### src/rtl/pause_ctrl.sv
`default_nettype none
// ============================================================================
//  Module      : pause_ctrl
//  Description : Merges user, OSD and external pause requests into one CPU
//                pause, with frame-aligned soft pauses, single-frame stepping
//                and timed video dimming.
//  Revision    : 1.0 - initial release
// ============================================================================
module pause_ctrl #(
    parameter int RW         = 4,
    parameter int GW         = 4,
    parameter int BW         = 4,
    parameter int NREQ       = 2,
    parameter int DIM_CYCLES = 480000000
) (
    input  logic                  clk_sys,
    input  logic                  reset,
    input  logic                  user_button,
    input  logic                  frame_step,
    input  logic [NREQ-1:0]       pause_request,
    input  logic                  OSD_STATUS,
    input  logic [1:0]            options,
    input  logic                  vblank,
    input  logic [RW+GW+BW-1:0]   rgb_in,
    output logic [RW+GW+BW-1:0]   rgb_out,
    output logic                  pause_cpu,
    output logic                  dim_active
);

    localparam int              c_PW  = RW + GW + BW;
    localparam int              c_CW  = $clog2(DIM_CYCLES + 1);
    localparam logic [c_CW-1:0] c_DIM = c_CW'(DIM_CYCLES);

    localparam logic [1:0] c_ST_RUN    = 2'd0;
    localparam logic [1:0] c_ST_PEND   = 2'd1;
    localparam logic [1:0] c_ST_PAUSED = 2'd2;
    localparam logic [1:0] c_ST_STEP   = 2'd3;

    logic [1:0]      r_state;
    logic [1:0]      w_state_next;
    logic            r_btn_d;
    logic            r_step_d;
    logic            r_vblank_d;
    logic            r_user_pause;
    logic [c_CW-1:0] r_dim_cnt;
    logic [c_CW-1:0] w_dim_cnt_next;
    logic            w_pause_next;
    logic            w_dim_next;
    logic [c_PW-1:0] w_rgb_next;

    logic w_soft_req;
    logic w_hard_req;
    logic w_vb_rise;
    logic w_step_rise;
    logic w_btn_rise;

    logic [RW-1:0] w_r;
    logic [GW-1:0] w_g;
    logic [BW-1:0] w_b;

    assign w_btn_rise  = user_button & ~r_btn_d;
    assign w_step_rise = frame_step & ~r_step_d;
    assign w_vb_rise   = vblank & ~r_vblank_d;
    assign w_soft_req  = r_user_pause | (OSD_STATUS & options[0]);
    assign w_hard_req  = |pause_request;

    assign w_r = rgb_in[c_PW-1 -: RW];
    assign w_g = rgb_in[GW+BW-1 -: GW];
    assign w_b = rgb_in[BW-1:0];

    always_ff @(posedge clk_sys) begin
        if (reset) begin
            r_state      <= c_ST_RUN;
            r_btn_d      <= 1'b0;
            r_step_d     <= 1'b0;
            r_vblank_d   <= 1'b0;
            r_user_pause <= 1'b0;
            r_dim_cnt    <= '0;
            pause_cpu    <= 1'b0;
            dim_active   <= 1'b0;
            rgb_out      <= '0;
        end else begin
            r_state    <= w_state_next;
            r_btn_d    <= user_button;
            r_step_d   <= frame_step;
            r_vblank_d <= vblank;
            if (w_btn_rise) begin
                r_user_pause <= ~r_user_pause;
            end
            r_dim_cnt  <= w_dim_cnt_next;
            pause_cpu  <= w_pause_next;
            dim_active <= w_dim_next;
            rgb_out    <= w_rgb_next;
        end
    end

    // External requests always win; soft pauses wait for the next vblank.
    always_comb begin
        w_state_next = r_state;
        case (r_state)
            c_ST_RUN: begin
                if (w_hard_req)      w_state_next = c_ST_PAUSED;
                else if (w_soft_req) w_state_next = c_ST_PEND;
            end
            c_ST_PEND, c_ST_STEP: begin
                if (w_hard_req)      w_state_next = c_ST_PAUSED;
                else if (!w_soft_req) w_state_next = c_ST_RUN;
                else if (w_vb_rise)  w_state_next = c_ST_PAUSED;
            end
            c_ST_PAUSED: begin
                if (!w_soft_req && !w_hard_req)   w_state_next = c_ST_RUN;
                else if (w_step_rise && !w_hard_req) w_state_next = c_ST_STEP;
            end
            default: w_state_next = c_ST_RUN;
        endcase
    end

    // Dim flag and halved pixel are derived from the same next-cycle value
    // so they switch together.
    always_comb begin
        w_dim_cnt_next = '0;
        if (r_state == c_ST_PAUSED && r_user_pause) begin
            w_dim_cnt_next = (r_dim_cnt == c_DIM) ? r_dim_cnt : r_dim_cnt + c_CW'(1);
        end
        w_pause_next = (w_state_next == c_ST_PAUSED);
        w_dim_next   = options[1] & (w_dim_cnt_next == c_DIM);
        w_rgb_next   = rgb_in;
        if (w_dim_next) begin
            w_rgb_next = {1'b0, w_r[RW-1:1], 1'b0, w_g[GW-1:1], 1'b0, w_b[BW-1:1]};
        end
    end

endmodule
`default_nettype wire

### config.mk
export PLATFORM = sky130hd
export DESIGN_NAME = pause_ctrl
export DESIGN_NICKNAME = d
export VERILOG_FILES = /design/src/rtl/pause_ctrl.sv
export SDC_FILE = /design/constraint.sdc
export NUM_CORES = 1
export LEC_CHECK = 0
export ABC_AREA = 1
export BUFFER_PORTS_ARGS = -buffer_cell sky130_fd_sc_hd__buf_2
export CORE_MARGIN = 2
export CORE_UTILIZATION = 63
export DETAILED_ROUTE_END_ITERATION = 16
export PLACE_DENSITY_LB_ADDON = 0.12
export SLEW_MARGIN = 10
export SYNTH_ARGS = -nofsm -noshare
export SYNTH_HDL_FRONTEND = slang
export SYNTH_SLANG_ARGS = --single-unit
### constraint.sdc
create_clock -name clk_sys -period 6.1 [get_ports clk_sys]
set_input_delay 0.915 -clock clk_sys [delete_from_list [all_inputs] [get_ports clk_sys]]
set_output_delay 0.915 -clock clk_sys [all_outputs]
set_load 0.1 [all_outputs]
* Word level (Yosys, flattened, before mapping) *
Index checks and enable logic that the tools add are counted.

storage, ports and cells
  register bits = 49
  input bits = 22
  output and inout bits = 14
  word-level logic and storage cells = 47

cells by class
  add/subtract/negate cells = 1
  eq/ne operators = 6
  multiplexer cells = 11
  bitwise gates (word level) = 10
  reduce and logical (&&, ||, !) cells = 9

operators by type and width
  kind                                                              count
  29-bit == test (second input constant)                            2
  29-bit two-way mux                                                2
  29-bit by 1-bit adder with 29-bit output (second input constant)  1
  2-bit two-way mux                                                 7
  11-bit two-way mux                                                1
  2-bit == test (second input constant)                             3
  2-bit one-hot mux with 3 select lines                             1
  2-bit OR reduction                                                3
  1-bit bitwise AND                                                 5
  1-bit NOT                                                         4
  1-bit logical AND                                                 3
  2-bit by 1-bit == test with 1-bit output (second input constant)  1
  1-bit logical NOT                                                 2
  2-bit logical NOT                                                 1
  1-bit OR                                                          1

* Longest topological paths before layout *
  word-level depth = 7
  depth in mapped cells = 16
  gate-level depth less buffers = 15

* Worst setup path after synthesis *
OpenSTA, ideal clock, no wires.

  path kind = reg-to-reg
  start = register r_dim_cnt[0]
  end = register rgb_out[0]
  setup time = 114 ps
  arrival time = 1868 ps
  required time = 5986 ps
  setup slack = 4118 ps
  stages on the path, launching flop included = 14
  clock period less this slack = 1982 ps
  path through = dfxtp_1 ha_1 nand3_1 clkinv_1 nand2_1 nor2_2 nand2_1 xor2_1 nor2_1 nand3_1 nor2_2 nand3_4 nand3_1 nand2_1

on the way
  word-level cells in the longest chain between the ends = 6

RTL lines
  what                                                                        RTL line  text
  start, declared                                                             45        logic [c_CW-1:0] r_dim_cnt;
  start signal, assigned                                                      90        r_dim_cnt <= w_dim_cnt_next;
  29-bit by 1-bit adder with 29-bit output or 29-bit == test (tied branches)  123       w_dim_cnt_next = (r_dim_cnt == c_DIM) ? r_dim_cnt : r_dim_cnt + c_CW'(1);
  29-bit two-way mux (*)                                                      123
  29-bit two-way mux (*)                                                      122       if (r_state == c_ST_PAUSED && r_user_pause) begin
  29-bit == test (*)                                                          126       w_dim_next = options[1] & (w_dim_cnt_next == c_DIM);
  1-bit bitwise AND (*)                                                       126
  11-bit two-way mux (*)                                                      128       if (w_dim_next) begin
  end signal, assigned                                                        93        rgb_out <= w_rgb_next;
  end, declared                                                               25        output logic [RW+GW+BW-1:0] rgb_out,

Every way passes the cells marked *; elsewhere a longest branch is shown, timed or not.
A chain may end at the register's enable or synchronous reset.

* Worst setup path in the final report *
  start = register r_state[0]
  end = register rgb_out[7]

on the way
  word-level cells in the longest chain between the ends = 6

RTL lines
  what                          RTL line  text
  start, declared               39        logic [1:0] r_state;
  start signal, assigned        73        r_state <= c_ST_RUN;
  start signal, assigned        83        r_state <= w_state_next;
  2-bit == test                 122
  1-bit logical AND             122
  29-bit two-way mux            122
  29-bit == test                126
  1-bit bitwise AND             126
  2-bit OR reduction (no line)  --

Every way passes these cells.

==> results.cfg <==
[placed_design]
hpwl_um = 6550
port_buffers = 35
placed_cells = 592
dpl_worst_slack_ns = 3.50
gp_congestion = 0.923

[clock_network]
cts-hold-fix-buffers = 0
root_buffer = clkbuf_8
h-tree-depth = 2
numCtsBuffers = 5
path_clk_slew_ns = 0.09
cts_tree = built
cts_resized = 0
clk_path_buf_depth = 2
clock-sinks = 49
clock_latency_ns = 0.31
cts_setup_buffers = 0

[worst_setup_path]
rr_startpoint = r_state[0]$_SDFF_PP0_
max_stage_delay_ns = 0.82
timing.rr.end = rgb_out[7]$_SDFF_PP0_
critPathArrivalTime_ns = 2.91
critPathKind = reg -> reg
setup.worst_path.start_class = register
critPathCaptureType = register
cp_slowest_cell = nor2_2
required_ns = 6.35
crit_fanout = 28
path_cells = inv_1 > nand2_1 > nor2_2 > inv_1 > a21oi_1 > o21ai_0 > nand2_1 > nor2_1 > nand2_1 > nor2_2 > nand3_4 > nand2_2 > nor2_1
reg2reg_depth = 13
r2r_setup_slack_ns = 3.44
cp_common_cell = nand2_1

[timing]
maxSlewViolCount = 0
max_slew_margin_pct = 27.8
max_freq_mhz = 376
hold_viol_final = 0
skew_ns = 0.00932
fin_crit_sh_pct = 43.6
worst_pin_slew_ns = 1.08
fin_setup_tns_ns = 0
setup_slack_ns = 3.44
finalWorstPathRequiredPeriod_ns = 2.66
rsz0062_at_grt = false
setup_viol = 0
whs_ns = 0.483

[synth]
synth_compound_area_share_pct = 2.34
synth_fa_ha_area_share_pct = 0.836
async_flop_share_pct = 0
yosysSeqAreaShare_pct = 32.8
synthFlopType = dfxtp_1
synth_mux_area_share_pct = 0
synth_xor_area_share_pct = 1.17
synthDistinctLibCells = 27
syn_area_um2 = 2990
ys_warn_count = 0
avgSynthCellArea_um2 = 5.85
syn_nets = 535
yosys.area_share.simple_pct = 53.2
synth-seq-cells = 49
synth_cells = 511
synth_top_family_by_area = simple AND/OR/NAND/NOR gates
synth-edff-count = 0

[pwr]
power.share.switching_pct = 27.9
pwr-share-comb_pct = 11.7
clkPwrFrac_pct = 33.2
cellPowerDensity_nw_per_um2 = 182
ir_worst_vdd_v = 0.000171
power.switching_uw = 167
p_int_uw = 430
power_leakage_nw = 1.47
seqPwrFrac_pct = 55.1

[final_layout]
fin_nets = 569
fill_cells = 424
num_antenna_cells = 0
final_cells = 599
final_util_pct = 70.5
drive_gt1_share_pct = 10.5
area_delta_synth_final_pct = 9.83

[route]
first_iter_violations = 315
post_drt_wl_per_cell_um = 14.2
ant_nets = 0
routed_wl_um = 8510
drc = 0
via_count = 3271
firstDrtPassIters = 5
vias_per_cell = 5.46

[die]
start_util_pct = 64.2
ios = 36
core-area_um2 = 4660
row_count = 25
dieArea_um2 = 5320
die_y_um = 72.9
die_w_um = 72.9

[hold_path]
whs_endpoint = r_user_pause$_SDFFE_PP0P_
hold_path_depth = 2
hp-start = r_user_pause$_SDFFE_PP0P_
hp-class = reg -> reg

[grt]
grt_start_max_net_pins = 33
grt_pass1_vias = 2953
antenna_found_initial = 0
grt_remaining_overflow = 0
grt_pass1_wl_um = 13300
grt_usage_pct = 32.8

[flow_run]
drv_cap = 0

[status]
status = finished, final reports clean
[critical path, delay by kind of cell (launching register included)]
kind            cells  cell delay (ns)
flops               1             0.31
simple gates        9             1.53
compound gates      2             0.41
buf+inv             2             0.35
[worst max-delay path by stage]
stage,slack (ns),end,startpoint
detailed placement,3.50,rgb_out[9]$_SDFF_PP0_,r_state[0]$_SDFF_PP0_
global placement,3.55,rgb_out[10]$_SDFF_PP0_,r_state[0]$_SDFF_PP0_
global route,3.20,rgb_out[7]$_SDFF_PP0_,r_state[0]$_SDFF_PP0_
floorplan,4.12,rgb_out[0]$_SDFF_PP0_,r_dim_cnt[0]$_SDFF_PP0_
CTS,3.47,rgb_out[7]$_SDFF_PP0_,r_state[0]$_SDFF_PP0_
finish,3.44,rgb_out[7]$_SDFF_PP0_,r_state[0]$_SDFF_PP0_
[sequential cells by signal, indices dropped and copies added (netlist names)]
register	cells
r_vblank_d	1
pause_cpu	1
r_btn_d	1
rgb_out	12
r_state	2
r_user_pause	1
dim_active	1
r_dim_cnt	29
r_step_d	1
[power groups by stage]
stage	logic [mW]	registers [mW]	clock network [mW]
after floorplan	0.0183	0.371	0
after global placement	0.0682	0.336	0
after detailed placement	0.0694	0.336	0
after CTS	0.0695	0.329	0.197
after global routing	0.0737	0.330	0.211
final	0.0698	0.329	0.198
[area by class of cell]
type,count,area (um^2),share of cell area [%]
multi-input cells,387,1720,52.4
flip-flops and latches,49,981,29.9
inverters,67,251,7.65
repair buffers,35,175,5.33
clock buffers,6,82.6,2.51
well taps,54,67.6,2.06
clock inverters,1,7.51,0.228
[synth_stat cells (all sizes together) (2+ instances only)]
cell	number	area share, %
and2	2	0.42
dfxtp	49	33
nor3b	2	0.50
clkinv	2	0.25
buf	3	0.67
clkbuf	5	0.63
nand2	150	19
nand3	55	9.6
a21oi	3	0.50
nor3	9	1.5
o21ai	8	1.3
xor2	4	1.2
inv	65	8.2
ha	2	0.84
nor2	131	18
nand4	16	3.3
[cell usage in the layout, fill, tap and decap left out]
cell type   netlist  routed
nand2_2           4       4
inv_1            65      65
nor3b_1           2       2
and2_1            2       2
clkinv_1          2       2
nor2_1          121     121
buf_2             1      35
ha_1              2       2
dfxtp_1          49      49
o21bai_1          1       1
clkbuf_8          0       6
nand4_1          16      16
nand2_1         146     146
nor4_1            1       1
clkinvlp_4        0       1
o21ai_0           7       7
and3_1            1       1
nand3_1          54      54
nor3_1            9       9
o21a_1            1       1
nor2_4            4       4
o21ai_1           1       1
xor2_1            4       4
nand3b_1          1       1
a21oi_1           3       3
nand3_4           1       1
nor2_2            6       6
[stage by stage]
stage / total power, mW / instance area (um^2)
global route: 0.615 / 3290
CTS: 0.595 / 3290
detailed placement: 0.406 / 3200
floorplan: 0.389 / 2990
global placement: 0.405 / 3200
finish: 0.597 / 3290
[logic make-up (layout without fill, tap and decap cells)]
group	Yosys count	in the layout
AO/OA/AOI/OAI	13	13
XOR/XNOR	4	4
adder cells (fa/ha/maj)	2	2
buffers and inverters	75	109
flip-flops	49	49
AND/OR/NAND/NOR	368	368
[metal layers]
| layer | vias to the layer above | track usage [%] | share of wire, % |
|---|---|---|---|
| met1 | 1442 | 39.6 | 41 |
| met2 | 147 | 54.8 | 47 |
| met4 | 0 | 14.8 | 3.6 |
| li1 | 1656 | - | - |
| met5 | - | 0 | 0 |
| met3 | 26 | 8.29 | 8.8 |
Note: power is estimated with default switching activity, not from simulation.
